## config.mk

```make
export PLATFORM = sky130hd
export DESIGN_NAME = cpu
export DESIGN_NICKNAME = d
export VERILOG_FILES = /design/src/rtl/cpu.sv
export SDC_FILE = /design/constraint.sdc
export NUM_CORES = 1
export LEC_CHECK = 0
export BUFFER_PORTS_ARGS = -buffer_cell sky130_fd_sc_hd__buf_2
export CAP_MARGIN = 40
export CORE_MARGIN = 2
export CORE_UTILIZATION = 61
export CTS_CLUSTER_DIAMETER = 150
export DETAILED_ROUTE_END_ITERATION = 8
export HOLD_SLACK_MARGIN = 0.15
export PLACE_DENSITY_LB_ADDON = 0.05
export SLEW_MARGIN = 40
export SYNTH_ARGS = -nofsm -noshare
export SYNTH_HDL_FRONTEND = slang
export SYNTH_SLANG_ARGS = --single-unit
```

## constraint.sdc

```tcl
create_clock -name clock -period 4.91 [get_ports clock]
set_clock_uncertainty 0.2 [all_clocks]
set_input_delay 0.982 -clock clock [delete_from_list [all_inputs] [get_ports clock]]
set_output_delay 0.982 -clock clock [all_outputs]
set_load 0.02 [all_outputs]
```

## src/rtl/cpu.sv

```systemverilog
// cpu: 4-bit accumulator executing one LOAD/ADD/SUB/AND per enable rising edge,
// with a 3-digit multiplexed active-low 7-segment display of ACC, OPD and OP.
module cpu #(
    parameter int REFRESH_BITS = 17
) (
    input  logic       clock,
    input  logic       enabling,
    input  logic       SW7,
    input  logic       SW6,
    input  logic       SW5,
    input  logic       SW4,
    input  logic       operation_bit1,
    input  logic       operation_bit0,
    input  logic       enable,
    output logic [3:0] rezult,
    output logic       carry,
    output logic       z,
    output logic       AN0,
    output logic       AN1,
    output logic       AN2,
    output logic       a,
    output logic       b,
    output logic       c,
    output logic       d,
    output logic       e,
    output logic       fp,
    output logic       g,
    output logic       dp
);
    localparam logic [6:0] SEG [16] = '{
        7'b0000001, 7'b1001111, 7'b0010010, 7'b0000110,
        7'b1001100, 7'b0100100, 7'b0100000, 7'b0001111,
        7'b0000000, 7'b0000100, 7'b0001000, 7'b1100000,
        7'b0110001, 7'b1000010, 7'b0110000, 7'b0111000
    };

    logic [3:0]              acc_q, acc_d, opd, nib;
    logic                    carry_q, carry_d, enq_q, fire;
    logic [1:0]              op, di_q, di_d;
    logic [4:0]              sum, diff;
    logic [REFRESH_BITS-1:0] presc_q, presc_d;

    always_comb begin
        opd     = {SW7, SW6, SW5, SW4};
        op      = {operation_bit1, operation_bit0};
        fire    = enable && !enq_q && !enabling;
        sum     = {1'b0, acc_q} + {1'b0, opd};
        diff    = {1'b0, acc_q} - {1'b0, opd};
        acc_d   = !fire ? acc_q : op == 2'd0 ? opd : op == 2'd1 ? sum[3:0] :
                  op == 2'd2 ? diff[3:0] : acc_q & opd;
        carry_d = !fire ? carry_q : op == 2'd1 ? sum[4] : op == 2'd2 ? diff[4] : 1'b0;
        presc_d = presc_q + 1'b1;
        // DI skips 3: 0 -> 1 -> 2 -> 0 on each prescaler wrap
        di_d    = !(&presc_q) ? di_q : di_q == 2'd2 ? 2'd0 : di_q + 2'd1;
        nib     = di_q == 2'd0 ? acc_q : di_q == 2'd1 ? opd : {2'b00, op};
        {a, b, c, d, e, fp, g} = SEG[nib];
        {AN2, AN1, AN0} = di_q == 2'd0 ? 3'b110 : di_q == 2'd1 ? 3'b101 : 3'b011;
        dp      = di_q == 2'd0 ? ~carry_q : 1'b1;
        rezult  = acc_q;
        carry   = carry_q;
        z       = acc_q == 4'd0;
    end

    // enq tracks enable even in reset so an edge seen during reset is consumed
    always_ff @(posedge clock) begin
        enq_q <= enable;
        if (enabling) begin
            acc_q   <= '0;
            carry_q <= 1'b0;
            presc_q <= '0;
            di_q    <= '0;
        end else begin
            acc_q   <= acc_d;
            carry_q <= carry_d;
            presc_q <= presc_d;
            di_q    <= di_d;
        end
    end
endmodule

```

Yosys cells after proc, flatten, opt, wreduce, memory -nomap -nowiden
Memories as Yosys holds them, arrays and structs flattened. Index checks and enable logic that the tools add are counted.

Bits in registers: 25. Output and inout port bits: 17. Word-level logic and storage cells: 39. Memories: 1. Bits of input ports: 9. Bits in read-only memories: 112.

Memories: (name not given) (words 16, bits a word 7, rd ports 1, clocked after Yosys merged registers in 0, wr ports 0, line 56) `{a, b, c, d, e, fp, g} = SEG[nib];`.

Mux-type cells: 13. $lt $le $gt $ge: 1. Bitwise logic cells: 3. Reductions and logical operators: 8. $add $sub $neg: 4. Equality and inequality tests: 4.

Operators with widths (number): $mux W4 (5); $add A17 B1 Y17 const B (1); $reduce_and A17 Y1 (1); $mux W7 (2); $mux W3 (2); $add A4 B4 Y5 (1); $ge A5 B5 Y1 const B (1); $not A4 Y5 (1); $sub A4 B4 Y5 (1); $and A4 B4 Y4 (1); $eq A2 B1 Y1 const B (2); $eq A2 B2 Y1 const B (2); $logic_not A2 Y1 (2); $logic_not A4 Y1 (1); $mux W1 (3); $add A2 B1 Y2 const B (1); $logic_and A1 B1 Y1 (2); $logic_not A1 Y1 (2); $mux W2 (1); $not A1 Y1 (1).

Longest topological paths before layout
Gate-level depths: netlist of run 1.

Depth in word-level cells: 7. Mapped depth: 8.

Worst setup path after synthesis of run 1
OpenSTA, ideal clock, no wires.

Path kind: input port to output port. Start point: input port SW4. End point: output port b. Required time: 3.728 ns. Path buffers: 0. Arrival: 2.363 ns. Setup slack: 1.365 ns. Stages on the path: 6. Path through: mux2i_1 -> o21ai_0 -> inv_1 -> ha_1 -> o21ai_0 -> o21ai_0.

Word-level cells in the longest chain between the ends: 6.

Ends and longest elaborated chain: from (decl) (line 11) `input logic SW4,`; $mux W4 (2 in a row) (line 55) `nib = di_q == 2'd0 ? acc_q : di_q == 2'd1 ? opd : {2'b00, op};`; $not A4 Y5 (implied by the code) (line 56); $mem_v2 Z16 W7; $mux W7 (implied by the code) (2 in a row) (line 56); to (decl) (line 22) `output logic b,`.

No other way between the ends. The select of a mux whose other input is x is not followed.

Worst setup path in the final report of run 1
Start point: input port SW4. End point: output port a.

Word-level cells in the longest chain between the ends: 6.

Ends and longest elaborated chain: $mux W4 (2 in a row) (line 55); $not A4 Y5 (implied by the code) (line 56); $mem_v2 Z16 W7; $mux W7 (implied by the code) (2 in a row) (line 56); to (decl) (line 21) `output logic a,`.

No other way between the ends. The select of a mux whose other input is x is not followed.

==> impl_metrics.env, run 1 <==
export IMPL_p_per_area_nw_per_um2=211.5
export IMPL_cts_sinks=25
export IMPL_end_kind="primary output"
export IMPL_post_route_period_util_pct=75.14
export IMPL_grt_pass1_wl_um=6044
export IMPL_clk_latency_ns=0.31
export IMPL_n_fill_cell=240
export IMPL_layout_cells_non_filler=266
export IMPL_synth_edff_count=0
export IMPL_finalMaxSlewViolations=0
export IMPL_finalWirelength_um=3379
export IMPL_remaining_drc_errors=0
export IMPL_synth_area_um2=1804
export IMPL_max_freq_ghz=0.2711
export IMPL_grt_max_degree=25
export IMPL_async_flop_share_pct=0
export IMPL_dieWidth_um=58.39
export IMPL_ant_nets=0
export IMPL_portBuffers=25
export IMPL_cts_setup_buffers=0
export IMPL_drv_cap=0
export IMPL_ys_seq_elements=25
export IMPL_area_delta_synth_final_pct=7.837
export IMPL_rr_endpoint="rezult[2]"
export IMPL_ys_warn_count=0
export IMPL_clockRootBuffer="clkbuf_4"
export IMPL_drive_gt1_share_pct=16.17
export IMPL_die_y_um=58.39
export IMPL_final_cell_mix="nor2_1 (27), dfxtp_1 (25), buf_2 (25)"
export IMPL_finalHoldViolCount=0
export IMPL_synthTopCellsByArea="dfxtp_1 (28%), ha_1 (11%), mux2i_1 (6.7%), xnor2_1 (6.3%), nor2_1 (5.6%)"
export IMPL_vias=1510
export IMPL_worst_pin_slew_ns=0.5905
export IMPL_layout_commonest_cell="nor2_1"
export IMPL_first_pass_iters=4
export IMPL_yosysTopAreaCellShare_pct=27.74
export IMPL_overflow=0
export IMPL_yosysSeqAreaShare_pct=27.74
export IMPL_synth_distinct_cells=40
export IMPL_startpoint_type="input pin"
export IMPL_antenna_found_initial=0
export IMPL_crit_path_max_fanout=4
export IMPL_cp_arrival_ns=2.51
export IMPL_dpl_hpwl_um=2600
export IMPL_htree_levels=1
export IMPL_criticalPathCategory="in2out"
export IMPL_pin_count=26
export IMPL_drt_vias_per_instance=5.677
export IMPL_rsz0062_at_grt="false"
export IMPL_clk_pin_slew_worst_paths_ns=0.11
export IMPL_worstHoldPathType="reg2reg"
export IMPL_routedWlPerCell_um=12.70
export IMPL_die_area_um2=3409
export IMPL_routabilityCongestion=0.9723
export IMPL_yosysTopAreaCell="dfxtp_1"
export IMPL_crit_end="a"
export IMPL_grt_pass1_vias=1410
export IMPL_avgSynthCellArea_um2=8.431
export IMPL_r2r_start="rezult[0]"
export IMPL_num_rows=19
export IMPL_ys_flop_type="dfxtp_1"
export IMPL_worstSetupStartpoint="SW4"
export IMPL_core_um2=2781
export IMPL_period_minus_slack_ns=3.689
export IMPL_cts_buffer_depth=2
export IMPL_ctsHoldBuffers=0
export IMPL_worst_r2r_path_depth=7
export IMPL_reg2reg_slack_ns=2.64
export IMPL_first_iter_violations=120
export IMPL_nets=263
export IMPL_synth_fp_nets=241
export IMPL_status="finished, final reports clean"
export IMPL_fin_setup_tns_ns=0
export IMPL_post_cts_resized=0
export IMPL_placed_cells=262
export IMPL_slew_headroom_pct=60.58
export IMPL_leakagePower_nw=0.7701
export IMPL_antenna_cells=0
export IMPL_setup_viol=0
export IMPL_gr_usage_all_layers_pct=22.19
export IMPL_ir_worst_vdd_v=0.0001857
export IMPL_worstPathRequired_ns=3.73
export IMPL_start_util_pct=64.87
export IMPL_cts_buffers=3
export IMPL_cts_tree="yes"
export IMPL_synthCells=214
how the worst min path moves through the flow:
stage	depth (start not counted)	from	endpoint	slack [ns]
global route	1	presc_q[0]	presc_q[0]	0.32
global placement	1	presc_q[0]	presc_q[0]	0.24
finish	1	presc_q[0]	presc_q[0]	0.28
detailed placement	1	presc_q[0]	presc_q[0]	0.26
floorplan	1	presc_q[0]	presc_q[0]	0.23
CTS	1	presc_q[0]	presc_q[0]	0.29
report_power, final:
group          internal (mW)  switching [mW]
Clock                 0.0318          0.0548
Sequential             0.208         0.00723
Combinational         0.0446          0.0649
Total                  0.284           0.127
critical path, stage by stage:
cell and delay [ns]:
buf_2 0.11, mux2i_1 0.09, o21ai_0 0.41, inv_1 0.19
ha_1 0.26, nor3_1 0.23, a211oi_1 0.07, buf_2 0.16
cell type report:
type	instances	area, um^2	area share, %
Tap cell	31	38.79	1.994
Multi-Input combinational cell	164	1191	61.22
Inverter	17	63.81	3.280
Clock buffer	4	26.28	1.350
Timing Repair Buffer	25	125.1	6.431
Sequential cell	25	500.5	25.72
cells in the mapped netlist, drive strengths merged (6+ instances only):
| cell | count |
|---|---|
| a21oi | 8 |
| dfxtp | 25 |
| xnor2 | 13 |
| nor2b | 7 |
| ha | 16 |
| o21ai | 9 |
| nand3 | 6 |
| inv | 17 |
| buf | 6 |
| nor3 | 7 |
| nor2 | 29 |
| mux2i | 13 |
| nand2 | 14 |
through the flow:
step / power [mW] / area (um^2) / hold slack [ns] / util, % / setup WS [ns]
final: 0.4114 / 1946 / 0.2810 / 69.95 / 1.221
after detailed placement: 0.3291 / 1919 / 0.2592 / 69.01 / 1.240
after global routing: 0.4358 / 1946 / 0.3177 / 69.95 / 0.9475
after global placement: 0.3257 / 1919 / 0.2392 / 69.01 / 1.339
after floorplan: 0.2991 / 1804 / 0.2295 / - / 1.365
after CTS: 0.4142 / 1946 / 0.2878 / 69.95 / 1.246
registers in the layout (all words and copies together), names as in the netlist:
| signal | cells |
|---|---|
| presc_q | 17 |
| rezult | 4 |
| di_q | 2 |
| carry | 1 |
| enq_q | 1 |
routing by layer:
metal | share of wire (%) | wire (um) | vias up | global-route usage, %
li1 | - | - | 779 | -
met1 | 46 | 1564 | 691 | 28.51
met2 | 49 | 1641 | 32 | 37.56
met3 | 3.1 | 105 | 8 | 2.637
met4 | 2.0 | 68 | 0 | 9.302
met5 | 0 | 0 | - | 0
cells by family after synthesis:
family | after synthesis | synth area share, %
buffers and inverters | 25 | 6.241
flip-flops | 25 | 27.74
adder cells (fa/ha/maj) | 18 | 13.31
XOR/XNOR | 14 | 6.796
AND/OR/NAND/NOR | 83 | 24.13
AO/OA/AOI/OAI | 32 | 10.75
multiplexers | 17 | 11.03
Power figures use the tool's default switching activity.
==> run 2, diff against run 1 <==
Settings changed: CORE_UTILIZATION 61 to 51.
Clock period 4.91 ns to 3.05 ns, I/O delays scaled along.
==> run 2 against run 1 <==
Against the previous run: first-iteration DRC count fell by 14%; largest cell class unchanged; clock power rose by 71%; flip-flop and latch count did not move; largest power group unchanged; combinational power rose by 67%.
==> impl_metrics.env, run 2 (synthesis gave the netlist of run 1 again) <==
export IMPL_num_rows=21
export IMPL_cp_arrival_ns=1.96
export IMPL_status="finished, final reports clean"
export IMPL_max_freq_ghz=0.3610
export IMPL_layout_commonest_cell="nor2_1"
export IMPL_post_route_period_util_pct=90.83
export IMPL_startpoint_type="flip-flop"
export IMPL_gr_usage_all_layers_pct=20.21
export IMPL_area_delta_synth_final_pct=11.37
export IMPL_rsz0062_at_grt="false"
export IMPL_cts_sinks=25
export IMPL_n_fill_cell=350
export IMPL_cts_tree="yes"
export IMPL_cts_buffers=3
export IMPL_end_kind="primary output"
export IMPL_clk_latency_ns=0.32
export IMPL_first_iter_violations=103
export IMPL_period_minus_slack_ns=2.770
export IMPL_slew_headroom_pct=72.74
export IMPL_largest_register_ffs=17
export IMPL_portBuffers=25
export IMPL_first_pass_iters=6
export IMPL_core_um2=3363
export IMPL_die_y_um=63.48
export IMPL_worstPathRequired_ns=2.24
export IMPL_dpl_hpwl_um=2828
export IMPL_cts_setup_buffers=0
export IMPL_drv_cap=0
export IMPL_setup_viol=0
export IMPL_grt_pass1_wl_um=6644
export IMPL_drive_gt1_share_pct=18.75
export IMPL_grt_pass1_vias=1580
export IMPL_cts_buffer_depth=2
export IMPL_finalMaxSlewViolations=0
export IMPL_timing_hold_ws_ns=0.1948
export IMPL_criticalPathCategory="reg2out"
export IMPL_pin_count=26
export IMPL_remaining_drc_errors=0
export IMPL_ir_worst_vdd_v=0.0002975
export IMPL_antenna_found_initial=0
export IMPL_leakagePower_nw=0.7967
export IMPL_dieWidth_um=63.48
export IMPL_antenna_cells=0
export IMPL_total_power_mw=0.6766
export IMPL_worstHoldPathType="in2reg"
export IMPL_finalHoldViolCount=0
export IMPL_finalInstanceArea_um2=2009
export IMPL_worst_pin_slew_ns=0.3976
export IMPL_overflow=0
export IMPL_ctsHoldBuffers=0
export IMPL_crit_path_max_fanout=7
export IMPL_place_area_um2=1976
export IMPL_fin_setup_tns_ns=0
export IMPL_ant_nets=0
export IMPL_finalWirelength_um=3628
export IMPL_regArea_um2=500.5
export IMPL_largest_register="presc_q"
export IMPL_clk_pin_slew_worst_paths_ns=0.14
export IMPL_routedWlPerCell_um=12.69
export IMPL_grt_max_degree=25
export IMPL_placed_cells=282
export IMPL_p_per_area_nw_per_um2=336.7
export IMPL_multi_input_area_um2=1195
export IMPL_clockRootBuffer="clkbuf_4"
export IMPL_die_area_um2=4030
export IMPL_vias=1545
export IMPL_routabilityCongestion=0.8476
export IMPL_final_cell_mix="nor2_1 (27), dfxtp_1 (25), buf_2 (25)"
export IMPL_htree_levels=1
export IMPL_start_util_pct=53.65
export IMPL_layout_cells_non_filler=286
export IMPL_drt_vias_per_instance=5.402
export IMPL_nets=268
-- run 2: changes by cell type in the layout (fill, tap and decap cells not counted) --
cell        previous run  this run
clkbuf_1               1         0
o21ai_2                0         1
clkinvlp_4             0         1
o21ai_0                9         8
buf_4                  0         5
-- run 2: critical path: stages, from the launching register on --
cell and delay (ns):
dfxtp_1 0.41, buf_4 0.19, mux2i_1 0.40, nor2_4 0.11
xnor2_1 0.14, a211oi_1 0.21, buf_2 0.19
-- run 2: layout make-up --
type / instances / area share (%)
clock inverter: 1 / 0.3736
inverter: 17 / 3.176
tap: 46 / 2.864
clock buffer: 3 / 1.121
multi-input combinational: 164 / 59.46
timing repair buffer: 30 / 8.095
sequential: 25 / 24.91
-- run 2: routing by layer --
| layer | track usage (%) | wire length, um | vias up |
|---|---|---|---|
| met2 | 35.79 | 1835 | 21 |
| met1 | 24.61 | 1637 | 727 |
| met5 | 0 | 0 | - |
| met3 | 1.786 | 81 | 6 |
| met4 | 9.239 | 74 | 0 |
| li1 | - | - | 791 |
-- run 2: final timing paths --
check / startpoint / to / slack, ns / cells after the start
min: enable / enq_q / 0.19 / 1
max reg2reg: rezult[0] / rezult[2] / 0.78 / 7
min reg2reg: presc_q[0] / presc_q[0] / 0.28 / 1
max: di_q[0] / a / 0.28 / 6
-- run 2: where the power goes --
part	internal [mW]	leakage (nW)	switching, mW
logic	0.0750	0.580	0.107
registers	0.335	0.203	0.0115
clock network	0.0501	0.0139	0.0980
-- run 2: metrics by stage --
step                      worst slack, ns  utilization [%]
after CTS                         0.01270            59.64
after global routing              0.03974            59.75
after floorplan                    0.2487                -
final                              0.2798            59.75
after global placement             0.2278            58.74
after detailed placement          0.09939            58.74
-- run 2: what timing repair did --
item / CTS / global route
endpoints found under the hold margin: 0 / 0
endpoints found under the setup margin: 0 / 5
resized for setup: 0 / 2
